===== config.mk =====
export PLATFORM = sky130hd
export DESIGN_NAME = grant_hold_fsm
export DESIGN_NICKNAME = d
export VERILOG_FILES = /design/src/rtl/grant_hold_fsm.sv
export SDC_FILE = /design/constraint.sdc
export NUM_CORES = 1
export LEC_CHECK = 0
export BUFFER_PORTS_ARGS = -buffer_cell sky130_fd_sc_hd__buf_4
export CORE_AREA = 3 3 57 59
export CTS_CLUSTER_SIZE = 40
export DETAILED_ROUTE_END_ITERATION = 10
export DIE_AREA = 0 0 60 62
export MAX_ROUTING_LAYER = met4
export PLACE_DENSITY = 0.72
export SYNTH_ARGS = -nofsm -noshare
export SYNTH_HDL_FRONTEND = slang
export SYNTH_SLANG_ARGS = --single-unit

===== constraint.sdc =====
create_clock -name clk -period 1.7 [get_ports clk]
set_clock_uncertainty 0.15 [all_clocks]
set_input_delay 0.085 -clock clk [delete_from_list [all_inputs] [get_ports clk]]
set_output_delay 0.085 -clock clk [all_outputs]
set_load 0.01 [all_outputs]

===== src/rtl/grant_hold_fsm.sv =====
// grant_hold_fsm
// Registers the winner of an upstream 8-input fixed-priority encoder as a
// one-hot grant. The grant is held until the served requester raises done.
// A one-cycle GAP state follows every release. A wrapping counter tracks
// the number of grants issued.
//
// Optional feature macro: GRANT_TIMEOUT_EN
//   defined   : a hold counter forces a release after MAX_HOLD cycles in BUSY
//               and pulses timeout for one cycle; done wins a same-cycle tie.
//   undefined : BUSY is left only on done; timeout is tied low.
//
// Ports:
//   clk        rising-edge clock
//   rst_n      asynchronous active-low reset
//   enc_valid  encoder has at least one request pending
//   enc_grant  encoder winning index
//   done       served requester releases the grant (sampled in BUSY only)
//   gnt        registered one-hot grant, zero when nothing is granted
//   gnt_id     registered index of the current or most recent grant
//   busy       high while a grant is held
//   timeout    one-cycle forced-release pulse
//   grant_cnt  total grants issued, wraps modulo 2**GCNT_W
module grant_hold_fsm #(
  parameter int NUM_REQ  = 8,
  parameter int IDX_W    = 3,
  parameter int MAX_HOLD = 16,
  parameter int CNT_W    = 5,
  parameter int GCNT_W   = 16
) (
  input  logic               clk,
  input  logic               rst_n,
  input  logic               enc_valid,
  input  logic [IDX_W-1:0]   enc_grant,
  input  logic               done,
  output logic [NUM_REQ-1:0] gnt,
  output logic [IDX_W-1:0]   gnt_id,
  output logic               busy,
  output logic               timeout,
  output logic [GCNT_W-1:0]  grant_cnt
);

  // Elaboration-time parameter legality check.
  if ((NUM_REQ != (2 ** IDX_W)) || (MAX_HOLD < 2) || (MAX_HOLD > (2 ** CNT_W))) begin : g_param_check
    $error("grant_hold_fsm: illegal parameter combination");
  end

  typedef enum logic [1:0] {
    ST_IDLE = 2'b00,
    ST_BUSY = 2'b01,
    ST_GAP  = 2'b10
  } state_t;

  state_t              state_r, state_s;
  logic [NUM_REQ-1:0]  gnt_r, gnt_s;
  logic [IDX_W-1:0]    gnt_id_r, gnt_id_s;
  logic                busy_r, busy_s;
  logic [GCNT_W-1:0]   grant_cnt_r, grant_cnt_s;

  // Decode an index into a one-hot grant vector.
  function automatic logic [NUM_REQ-1:0] to_onehot(input logic [IDX_W-1:0] idx);
    logic [NUM_REQ-1:0] one;
    one = {{(NUM_REQ-1){1'b0}}, 1'b1};
    return one << idx;
  endfunction

`ifdef GRANT_TIMEOUT_EN
  localparam logic [CNT_W-1:0] HOLD_LAST = CNT_W'(MAX_HOLD - 1);
  logic [CNT_W-1:0] hold_r, hold_s;
  logic             timeout_r, timeout_s;
`endif

  // Next-state and next-output decode.
  always_comb begin
    state_s     = state_r;
    gnt_s       = gnt_r;
    gnt_id_s    = gnt_id_r;
    busy_s      = busy_r;
    grant_cnt_s = grant_cnt_r;
`ifdef GRANT_TIMEOUT_EN
    hold_s      = hold_r;
    timeout_s   = 1'b0;
`endif
    case (state_r)
      ST_IDLE: begin
        if (enc_valid) begin
          state_s     = ST_BUSY;
          gnt_id_s    = enc_grant;
          gnt_s       = to_onehot(enc_grant);
          busy_s      = 1'b1;
          grant_cnt_s = grant_cnt_r + {{(GCNT_W-1){1'b0}}, 1'b1};
`ifdef GRANT_TIMEOUT_EN
          hold_s      = {CNT_W{1'b0}};
`endif
        end else begin
          gnt_s  = {NUM_REQ{1'b0}};
          busy_s = 1'b0;
        end
      end
      ST_BUSY: begin
        // done is checked first so it wins a tie with the timeout condition.
        if (done) begin
          state_s = ST_GAP;
          gnt_s   = {NUM_REQ{1'b0}};
          busy_s  = 1'b0;
        end
`ifdef GRANT_TIMEOUT_EN
        else if (hold_r == HOLD_LAST) begin
          state_s   = ST_GAP;
          gnt_s     = {NUM_REQ{1'b0}};
          busy_s    = 1'b0;
          timeout_s = 1'b1;
        end else begin
          // Counter stays below HOLD_LAST here, so this also saturates.
          hold_s = hold_r + {{(CNT_W-1){1'b0}}, 1'b1};
        end
`else
        else begin
          gnt_s = gnt_r;
        end
`endif
      end
      ST_GAP: begin
        // Turnaround cycle: enc_valid deliberately not sampled.
        state_s = ST_IDLE;
        gnt_s   = {NUM_REQ{1'b0}};
        busy_s  = 1'b0;
      end
      default: begin
        state_s = ST_IDLE;
        gnt_s   = {NUM_REQ{1'b0}};
        busy_s  = 1'b0;
      end
    endcase
  end

  // State and registered-output update.
  always_ff @(posedge clk or negedge rst_n) begin
    if (!rst_n) begin
      state_r     <= ST_IDLE;
      gnt_r       <= {NUM_REQ{1'b0}};
      gnt_id_r    <= {IDX_W{1'b0}};
      busy_r      <= 1'b0;
      grant_cnt_r <= {GCNT_W{1'b0}};
    end else begin
      state_r     <= state_s;
      gnt_r       <= gnt_s;
      gnt_id_r    <= gnt_id_s;
      busy_r      <= busy_s;
      grant_cnt_r <= grant_cnt_s;
    end
  end

`ifdef GRANT_TIMEOUT_EN
  // Hold counter and timeout pulse register.
  always_ff @(posedge clk or negedge rst_n) begin
    if (!rst_n) begin
      hold_r    <= {CNT_W{1'b0}};
      timeout_r <= 1'b0;
    end else begin
      hold_r    <= hold_s;
      timeout_r <= timeout_s;
    end
  end

  assign timeout = timeout_r;
`else
  assign timeout = 1'b0;
`endif

  assign gnt       = gnt_r;
  assign gnt_id    = gnt_id_r;
  assign busy      = busy_r;
  assign grant_cnt = grant_cnt_r;

endmodule


### Word level (Yosys, flattened, before mapping)

Cells that the tools add are included.

| storage, ports and cells | value |
|---|---|
| register bits | 30 |
| input bits | 7 |
| output and inout port bits | 29 |

| operators by class | value |
|---|---|
| add/sub/neg operators | 1 |
| equality and inequality tests | 3 |
| shift operators | 1 |
| multiplexer cells | 9 |
| reduce and logical (&&, ||, !) cells | 3 |

Operator list:

| kind | count |
|---|---|
| $add A16 B1 Y16 const B | 1 |
| $mux W8 | 2 |
| $pmux W8 S2 | 1 |
| $shl A1 B3 Y8 const A | 1 |
| $mux W2 | 2 |
| $ne A2 B2 Y1 const B | 2 |
| $pmux W2 S2 | 1 |
| $reduce_and A2 Y1 | 2 |
| $eq A2 B1 Y1 const B | 1 |
| $logic_not A2 Y1 | 1 |
| $mux W1 | 2 |
| $pmux W1 S2 | 1 |

### Logic depth before layout (Yosys ltp)

Gate-level depths: netlist of run 1.

| logic depth | value |
|---|---|
| depth after elaboration | 3 |
| depth in mapped cells | 5 |

### Worst setup path after synthesis of run 1

Ideal clock, no wire load.

| path | value |
|---|---|
| path type | flip-flop to flip-flop |
| start point | register state_r[0] |
| end point | register grant_cnt_r[15] (netlist: grant_cnt[15]) |
| setup time | 124 ps |
| arrival | 1469 ps |
| data required time | 1426 ps |
| path slack | -44 ps |
| cell stages (with the launch flop) | 6 |
| buffers on the path | 1 |
| clock period less this slack | 1744 ps |
| cells stage by stage | dfrtp_1 or3b_1 buf_6 nor4_4 nand4_1 xnor2_1 |

| on the way | value |
|---|---|
| cells in the longest elaborated chain, start to end | 2 |

Ends and longest elaborated chain:

| item | line | RTL |
|---|---|---|
| start, declared | 53 | `state_t state_r, state_s;` |
| start signal, assigned | 145 | `state_r <= state_s;` |
| $logic_not A2 Y1 | 83 | `case (state_r)` |
| $reduce_and A2 Y1 (no source line) | -- |  |
| end signal, assigned | 143 | `grant_cnt_r <= {GCNT_W{1'b0}};` |
| end signal, assigned | 149 | `grant_cnt_r <= grant_cnt_s;` |
| end, declared | 57 | `logic [GCNT_W-1:0] grant_cnt_r, grant_cnt_s;` |

Every way passes these cells.
A chain may end at the register's enable or synchronous reset.

### Worst setup path after layout of run 1

| path | value |
|---|---|
| start point | register state_r[0] |
| end point | register grant_cnt_r[8] (netlist: grant_cnt[8]) |

Same word-level chain as after synthesis.

==> out/results.ini, run 1 <==
[clock_tree]
cts_buffers=5
clock-sinks=30
cts_tree=built
clkLatencyLatePin_ns=0.33
clkTransAtPathRegs_ns=0.09
clock-root-buffer=clkbuf_4
htreeDepth=2
cts.path.max_buffers=2

[pwr]
pwr-share-seq_pct=45.6
p_sw_share_pct=32.1
clockPowerShare_pct=18.4
p_switching_uw=668
total_power_uw=2080
p_int_uw=1410
peakVddDrop_mv=0.852
powerDensity_mw_per_mm2=1180
comb_power_share_pct=36.1
leakage_uw=0.000895

[placed_design]
dp_hpwl_mm=1.88
gp_congestion=0.728
dp_cells=177
io_buffers=34

[timing]
rsz0062_at_grt=yes
hold_viol=0
fmax_mhz=598
period_minus_slack_ns=1.67
setup_viol=0
drv_slew=0
period_share_pct=98.3

[min_path]
hold_class=input pin to asynchronous set/reset pin

[floorplanning]
die_x_um=60
coreArea_mm2=0.00276
die-area_mm2=0.00372
die_y_um=62
io_pins=36
initial_utilization_pct=45.8
floorplan.rows=19

[finish]
antennaDiodeCount=0
nFillCells=233
layoutNonFillerInstCount=194
mostFrequentLayoutCells=buf_4, dfrtp_1, nand2_1
layout-drive-gt1-share_pct=39.9
synthToLayoutAreaGrowth_pct=39.5
ff_latch_area_um2=751
mostFrequentLayoutCell=buf_4
multi_input_area_um2=508
final_nets=171
postLayoutCoreUtil_pct=63.9

[grt]
grt.overflow.total=0
grt_max_degree=31
antenna_found_initial=0
grt_pass1_vias=1041
grt_pass1_wl_mm=4.55
track_usage_pct=17.4

[synth]
yosysWarnings=0
ys_ff_latch=30
syn_area_mm2=0.00126
ys_types=26
synth.yosys.seq_area_share_pct=59.4
syn-num-nets=113
netlist.area_leader.share_pct=59.4
syn_area_per_cell_um2=12.0
ys_top_cells_by_area=dfrtp_1, xnor2_1, nand2_1, a22o_1, xor2_1
syn_inst=105
synth_largest_area_cell=dfrtp_1

[setup_path]
cp.arrival_ns=1.74
path_max_fanout=4
crit_slowest_cell=dfrtp_1
endpoint_kind=register
cp-start-kind=register
cp_cell_sequence=buf_6 > and4bb_2 > nand4_1 > buf_4 > xnor2_1
critical-path-max-stage-delay_ns=0.39
r2r-start=state_r[0]
crit_path_start=state_r[0]
cp.required_ns=1.77
critical_path_class=register to register

[run_status]
status=finished, final reports clean

[detailed_routing]
routed-via-count=1000
vias_per_cell=5.15
firstDrtPassIters=4
ant_nets=0
wl_mm=2.75
drc_errors=0
routedWlPerCell_um=14.2
first_iter_violations=22

[flow_run]
drv_cap=0

timing repair:
item	4_1_cts	5_1_grt
hold endpoints to repair	42	0
pin swaps	0	3
buffers inserted	0	4
setup endpoints to repair	1	5
gates resized for setup	1	7
hold buffers	6	0
final cells by class:
cell class,instances,share of cell area (%)
clock buffer,7,2.56
inverter,1,0.213
multi-input combinational,72,28.8
sequential,30,42.6
tap,31,2.20
timing repair buffer,53,23.6
registers in the layout, indices dropped and copies added (netlist names):
register   cells
grant_cnt     16
state_r        2
gnt_id         3
busy           1
gnt            8
power groups by stage:
stage	Sequential [uW]	Combinational, uW	Clock (uW)
after floorplan	1050	212	0
after global placement	953	684	0
after detailed placement	956	697	0
after CTS	945	718	396
after global routing	970	814	422
final	949	751	382
metrics by stage:
stage	instance area (um^2)	setup TNS, ns	setup slack [ns]	hold WS [ns]
floorplan	1260	0	0.00874	-0.361
global placement	1610	0	0.0707	-0.120
detailed placement	1610	0	0.0234	-0.115
CTS	1710	0	0.0267	0.0640
global route	1760	-0.109	-0.0365	0.0972
finish	1760	0	0.0290	0.0577
cells in the mapped netlist, drive strengths merged:
master and number:
and3b 1, dfrtp 30, nor4 1, xnor2 10
nand3 1, nand2 18, a32o 2, xor2 5
a21o 1, or3b 1, inv 1, buf 2
and4bb 1, nor3b 2, a22o 6, conb 1
ha 1, or2 2, nand4 5, nor2 7
and2 2, and4 1, nor2b 2, and3 2
kinds of logic (layout without fill, tap and decap cells):
logic type               count (synthesis)  count (layout)  share of synthesized area (%)
adder cells (fa/ha/maj)                  1               1                          0.990
other                                    1               1                          0.297
AND/OR/NAND/NOR                         46              46                           20.7
buffers and inverters                    3              61                           1.78
flip-flops                              30              30                           59.4
AO/OA/AOI/OAI                            9               9                           6.44
XOR/XNOR                                15              15                           10.4
metal layers:
layer	share of wire [%]	wire length, um	up-vias	track usage (%)
met2	51	1390	23	28.7
met5	0	0	-	-
li1	-	-	475	-
met3	4.9	136	5	6.61
met1	42	1160	497	18.0
met4	2.1	57	0	9.49
worst paths after layout:
path / end / slack [ns] / cells after the start
worst max-delay path: grant_cnt[8] / 0.03 / 5
worst min register to register: grant_cnt[15] / 0.32 / 1
max in group asynchronous: gnt[1] / 1.04 / 2
min in group clk: grant_cnt[15] / 0.32 / 1
worst max register to register: grant_cnt[8] / 0.03 / 5
worst min-delay path: gnt_id[0] / 0.06 / 2
worst max-delay path: cells and delay by family (launching register included):
| family | cells | cell delay (ns) |
|---|---|---|
| buffers and inverters | 2 | 0.36 |
| XOR/XNOR | 1 | 0.11 |
| flip-flops | 1 | 0.39 |
| AND/OR/NAND/NOR | 2 | 0.55 |
(Power assumes the default switching activity.)
==> run 2: changes to the inputs <==
--- a/config.mk
+++ b/config.mk
@@ -6,12 +6,12 @@
 export NUM_CORES = 1
 export LEC_CHECK = 0
 export BUFFER_PORTS_ARGS = -buffer_cell sky130_fd_sc_hd__buf_4
-export CORE_AREA = 3 3 57 59
+export CORE_AREA = 3 3 42 81
 export CTS_CLUSTER_SIZE = 40
 export DETAILED_ROUTE_END_ITERATION = 10
-export DIE_AREA = 0 0 60 62
+export DIE_AREA = 0 0 45 84
 export MAX_ROUTING_LAYER = met4
-export PLACE_DENSITY = 0.72
+export PLACE_DENSITY = 0.71
 export SYNTH_ARGS = -nofsm -noshare
 export SYNTH_HDL_FRONTEND = slang
 export SYNTH_SLANG_ARGS = --single-unit
==> run 2 against run 1 <==
Against the previous run: flip-flop and latch count is the same; non-clock buffer count shrank 2; first-iteration DRC count shrank 64%; critical endpoint is now grant_cnt[6].
==> out/results.ini, run 2 (synthesis gave the netlist of run 1 again) <==
[finish]
largest_reg_flops=16  ; unchanged
synthToLayoutAreaGrowth_pct=40.1
mostFrequentLayoutCells=buf_4, dfrtp_1, nand2_1
antennaDiodeCount=0  ; unchanged
nFillCells=256  ; +9.9%
layoutNonFillerInstCount=190  ; -2.1%
layout-drive-gt1-share_pct=39.1  ; -0.75 points
final_nets=169  ; -1.2%
mostFrequentLayoutCell=buf_4

[clock_tree]
htreeDepth=2  ; unchanged
clkTransAtPathRegs_ns=0.06  ; -0.03 ns
cts_buffers=5  ; unchanged
clock-sinks=30  ; unchanged
cts.path.max_buffers=2  ; unchanged
cts_tree=built
clkLatencyLatePin_ns=0.28  ; -0.05 ns
clock-root-buffer=clkbuf_8

[grt]
grt_pass1_wl_mm=4.93  ; +8.5%
grt_pass1_vias=1076  ; +3.4%
antenna_found_initial=0  ; unchanged
use_met2_pct=29.2  ; +0.50 points
grt_util_met3_pct=4.54  ; -2.1 points
busiest_layer=met2
grt_max_degree=31  ; unchanged
track_usage_pct=18.0  ; +0.58 points
grt.overflow.total=0  ; unchanged
grtUsageMet1_pct=19.0  ; +1.0 points

[min_path]
min_path_cells=3
hold_path.startpoint=enc_grant[2]
hold_class=input pin to register
hold_path_end=gnt[2]

[setup_path]
endpoint_kind=register
critical_path_class=register to register
cp.required_ns=1.71  ; -0.06 ns
r2r_slack_ns=0.07  ; +0.04 ns
worstReg2RegEnd=grant_cnt[6]
path_max_fanout=4  ; unchanged
r2r-start=state_r[1]
reg2reg_depth=6  ; +1
cp-start-kind=register
cp.arrival_ns=1.64  ; -0.10 ns

[pwr]
total_power_uw=2220  ; +6.8%
leakage_uw=0.000900  ; +0.56%
peakVddDrop_mv=0.790  ; -7.3%
powerDensity_mw_per_mm2=1260  ; +6.4%

[floorplanning]
die_x_um=45  ; -25%
die-area_mm2=0.00378  ; +1.6%
die_y_um=84  ; +35%
floorplan.rows=27  ; +8
coreArea_mm2=0.00284  ; +2.9%
io_pins=36  ; unchanged
initial_utilization_pct=44.5  ; -1.3 points

[detailed_routing]
routedWlPerCell_um=14.9  ; +5.2%
ant_nets=0  ; unchanged
first_iter_violations=8  ; -64%
firstDrtPassIters=3  ; -1
vias_per_cell=5.25  ; +1.8%
wl_mm=2.83  ; +3.0%
routed-via-count=997  ; -0.30%
drc_errors=0  ; unchanged

[timing]
fmax_mhz=614  ; +2.5%
rsz0062_at_grt=yes
period_minus_slack_ns=1.63  ; -0.0411 ns
period_share_pct=95.9  ; -2.4 points
setup_viol=0  ; unchanged
drv_slew=0  ; unchanged
hold_viol=0  ; unchanged

[placed_design]
io_buffers=34  ; unchanged
dp_cells=177  ; unchanged
dp_hpwl_mm=2.16  ; +15%
gp_congestion=0.818  ; +12%

[flow_run]
drv_cap=0  ; unchanged

[run_status]
status=finished, final reports clean

## run 2: changes by cell type in the layout (fill, tap and decap cells not counted), sizes merged
| cell | previous run | this run |
|---|---|---|
| dlygate4sd3 | 6 | 4 |
## run 2: power by group
| group | internal [uW] | leakage [uW] | switching, uW |
|---|---|---|---|
| clock | 281 | 0.0000383 | 244 |
| combinational | 406 | 0.000466 | 339 |
| sequential | 852 | 0.000395 | 102 |
| total | 1540 | 0.000900 | 685 |
## run 2: metrics by stage
stage	util, %	cell area [um^2]	setup slack [ns]	hold WS, ns	setup TNS (ns)
final	62.4	1770	0.0701	0.0253	0
after global routing	62.4	1770	-0.0174	0.0321	-0.0326
after CTS	61.5	1750	0.00498	0.0425	0
after detailed placement	57.1	1620	-0.00795	-0.120	-0.0128
after global placement	57.1	1620	0.0484	-0.123	0
after floorplan	-	1260	0.00874	-0.361	0
## run 2: worst max path at each step
stage | start | to | slack, ns
CTS | state_r[1] | grant_cnt[8] | 0.005
finish | state_r[1] | grant_cnt[6] | 0.07
global placement | state_r[0] | grant_cnt[5] | 0.05
floorplan | state_r[0] | grant_cnt[5] | 0.009
global route | state_r[0] | grant_cnt[15] | -0.02
detailed placement | state_r[1] | grant_cnt[10] | -0.008
## run 2: layout make-up
class	instances	area (um^2)	area share [%]
Inverter	1	3.75	0.212
Multi-Input combinational cell	72	503	28.4
Sequential cell	30	751	42.4
Tap cell	29	36.3	2.05
Clock buffer	7	76.3	4.31
Timing Repair Buffer	51	400	22.6
## run 2: layer usage
metal,share of wire [%],vias to the layer above
met5,0,-
met4,2.5,0
met3,6.4,7
met2,57,32
met1,34,492
li1,-,466
## run 2: what timing repair did
action,CTS,global route
pin swaps,2,4
setup buffers,1,1
gates cloned,0,0
resized for setup,1,6
hold buffers,4,0
setup endpoints to repair,5,8
hold endpoints to repair,35,0
## run 2: critical path, stage by stage (launching register included)
cell      delay, ns
dfrtp_1        0.40
buf_6          0.13
and4bb_2       0.31
buf_4          0.12
and2_1         0.14
nand4_1        0.12
xnor2_1        0.14
==> run 3: changes to the inputs <==
--- a/config.mk
+++ b/config.mk
@@ -6,12 +6,12 @@
 export NUM_CORES = 1
 export LEC_CHECK = 0
 export BUFFER_PORTS_ARGS = -buffer_cell sky130_fd_sc_hd__buf_4
-export CORE_AREA = 3 3 42 81
+export CORE_AREA = 2 2 54 56
 export CTS_CLUSTER_SIZE = 40
 export DETAILED_ROUTE_END_ITERATION = 10
-export DIE_AREA = 0 0 45 84
+export DIE_AREA = 0 0 56 58
 export MAX_ROUTING_LAYER = met4
-export PLACE_DENSITY = 0.71
+export PLACE_DENSITY = 0.74
 export SYNTH_ARGS = -nofsm -noshare
 export SYNTH_HDL_FRONTEND = slang
 export SYNTH_SLANG_ARGS = --single-unit
==> constraint.sdc (replaced) <==
create_clock -name clk -period 1.51 [get_ports clk]
set_clock_uncertainty 0.15 [all_clocks]
set_input_delay 0.0755 -clock clk [delete_from_list [all_inputs] [get_ports clk]]
set_output_delay 0.0755 -clock clk [all_outputs]
set_load 0.01 [all_outputs]
==> run 3 against run 2 <==
Against the previous run: the flow now finishes with violations (negative setup slack); core utilization up 5.2 points; hold slack better by 0.026 ns; sequential share of layout area fell by 0.71 points; sequential power rose by 10%; critical path type unchanged.
==> out/results.ini, run 3 (synthesis gave the netlist of run 1 again) <==
[finish]
layout-drive-gt1-share_pct=42.3  ; +3.2 points
synthToLayoutAreaGrowth_pct=42.5
antennaDiodeCount=0  ; unchanged
final_nets=170  ; +0.59%
layoutNonFillerInstCount=194  ; +2.1%
largest_reg_flops=16  ; unchanged
mostFrequentLayoutCells=buf_4, dfrtp_1, nand2_1
mostFrequentLayoutCell=buf_4

[grt]
grt.overflow.total=0  ; unchanged
track_usage_pct=19.2  ; +1.2 points
grt_pass1_vias=967  ; -10%
grt_pass1_wl_mm=4.60  ; -6.7%
grt_max_degree=31  ; unchanged
antenna_found_initial=0  ; unchanged

[detailed_routing]
firstDrtPassIters=4  ; +1
wl_mm=2.65  ; -6.5%
routed-via-count=974  ; -2.3%
ant_nets=0  ; unchanged
routedWlPerCell_um=13.6  ; -8.4%
vias_per_cell=5.02  ; -4.3%
drc_errors=0  ; unchanged
first_iter_violations=40  ; +32

[floorplanning]
die-area_mm2=0.00325  ; -14%
coreArea_mm2=0.00266  ; -6.2%
floorplan.rows=19  ; -30%
die_x_um=56  ; +24%
io_pins=36  ; unchanged
die_y_um=58  ; -31%
initial_utilization_pct=47.5  ; +2.9 points

[placed_design]
dp_hpwl_mm=1.95  ; -9.7%
io_buffers=34  ; unchanged
gp_congestion=0.788  ; -3.7%
dp_cells=180  ; +1.7%

[setup_path]
cp.required_ns=1.61  ; -0.10 ns
cp.arrival_ns=1.70  ; +0.06 ns
crit_slowest_cell=or3b_4
endpoint_kind=register
cp-start-kind=register
path_max_fanout=3  ; -1
critical_path_class=register to register
cp_cell_sequence=or3b_4 > or2_4 > nor2_4 > xor2_1
critical-path-max-stage-delay_ns=0.43  ; +0.03 ns
critPathBufInv=0  ; -2
cp_top_family=simple AND/OR/NAND/NOR gates

[pwr]
comb_power_share_pct=37.3  ; +3.8 points
pwr-share-seq_pct=42.5  ; -0.4 points
leakage_uw=0.000916  ; +1.9%
p_int_uw=1680  ; +9.4%
clockPowerShare_pct=20.3  ; -3.3 points
p_sw_share_pct=32.0  ; +1.2 points
peakVddDrop_mv=1.04  ; +31%
powerDensity_mw_per_mm2=1370  ; +9.4%
p_switching_uw=792  ; +16%

[clock_tree]
cts_buffers=5  ; unchanged
clock-sinks=30  ; unchanged
clock-root-buffer=clkbuf_4
cts.path.max_buffers=2  ; unchanged
cts_tree=built
htreeDepth=2  ; unchanged
clkTransAtPathRegs_ns=0.10  ; +0.04 ns
clkLatencyLatePin_ns=0.33  ; +0.05 ns

[flow_run]
drv_cap=0  ; unchanged

[timing]
worst_hold_slack_ns=0.0509  ; +0.0256 ns
hold_viol=0  ; unchanged
period_minus_slack_ns=1.60  ; -0.0268 ns
setup_viol=15  ; +15
rsz0062_at_grt=yes
fmax_mhz=624  ; +1.7%
drv_slew=0  ; unchanged
period_share_pct=106  ; +10 points
fin_ws_ns=-0.0930  ; -0.163 ns

[min_path]
hold_class=input pin to asynchronous set/reset pin

[run_status]
status=complete, but fails checks
violations=negative setup slack

## run 3: worst register-to-register path, cell delays in order (launching register included)
cell,delay (ns)
dfrtp_1,0.40
or3b_4,0.43
or2_4,0.31
nor2_4,0.09
xor2_1,0.15
## run 3: area by class of cell
type | count | area [um^2]
Multi-Input combinational cell | 72 | 544
Fill cell | 198 | 862
Sequential cell | 30 | 751
Clock inverter | 1 | 5.00
Clock buffer | 7 | 55.1
Tap cell | 31 | 38.8
Inverter | 1 | 3.75
Timing Repair Buffer | 52 | 403
## run 3: path summary, 6_finish.rpt
path / slack, ns / from / endpoint / cells past startpoint
max in group asynchronous: 0.88 / rst_n / grant_cnt[1] / 2
worst min register to register: 0.34 / grant_cnt[15] / grant_cnt[15] / 1
worst min-delay path: 0.05 / rst_n / grant_cnt[3] / 2
worst max register to register: -0.09 / state_r[0] / grant_cnt[5] / 4
worst max-delay path: -0.09 / state_r[0] / grant_cnt[5] / 4
min in group clk: 0.11 / enc_valid / gnt_id[1] / 5
## run 3: per-stage QoR
step           TNS, ns  area [um^2]  utilization (%)  worst slack, ns  total power [uW]
2_1_floorplan   -0.532         1270                -           -0.113              1430
4_1_cts         -0.513         1760             66.0          -0.0826              2460
6_report        -0.439         1800             67.6          -0.0930              2470
3_5_place_dp     -1.02         1640             61.5           -0.119              1920
5_1_grt          -1.59         1800             67.6           -0.154              2630
3_3_place_gp    -0.595         1640             61.5          -0.0902              1890
## run 3: power groups by stage
stage	sequential, uW	clock, uW	combinational (uW)
floorplan	1180	0	244
global placement	1060	0	837
detailed placement	1070	0	855
CTS	1050	521	884
global route	1070	562	1000
finish	1050	502	923
## run 3: layer usage
layer / global-route usage, % / vias to the layer above / part of all wire [%]
met5: - / - / 0
met2: 29.4 / 31 / 49
met3: 6.70 / 6 / 6.1
li1: - / 473 / -
met1: 24.2 / 464 / 43
met4: 6.12 / 0 / 1.6
## run 3: repair_timing
item / CTS / global route
resized for setup: 3 / 8
hold endpoints to repair: 42 / 0
pin swaps: 4 / 16
buffers inserted: 0 / 1
hold buffers: 5 / 0
endpoints found under the setup margin: 22 / 25
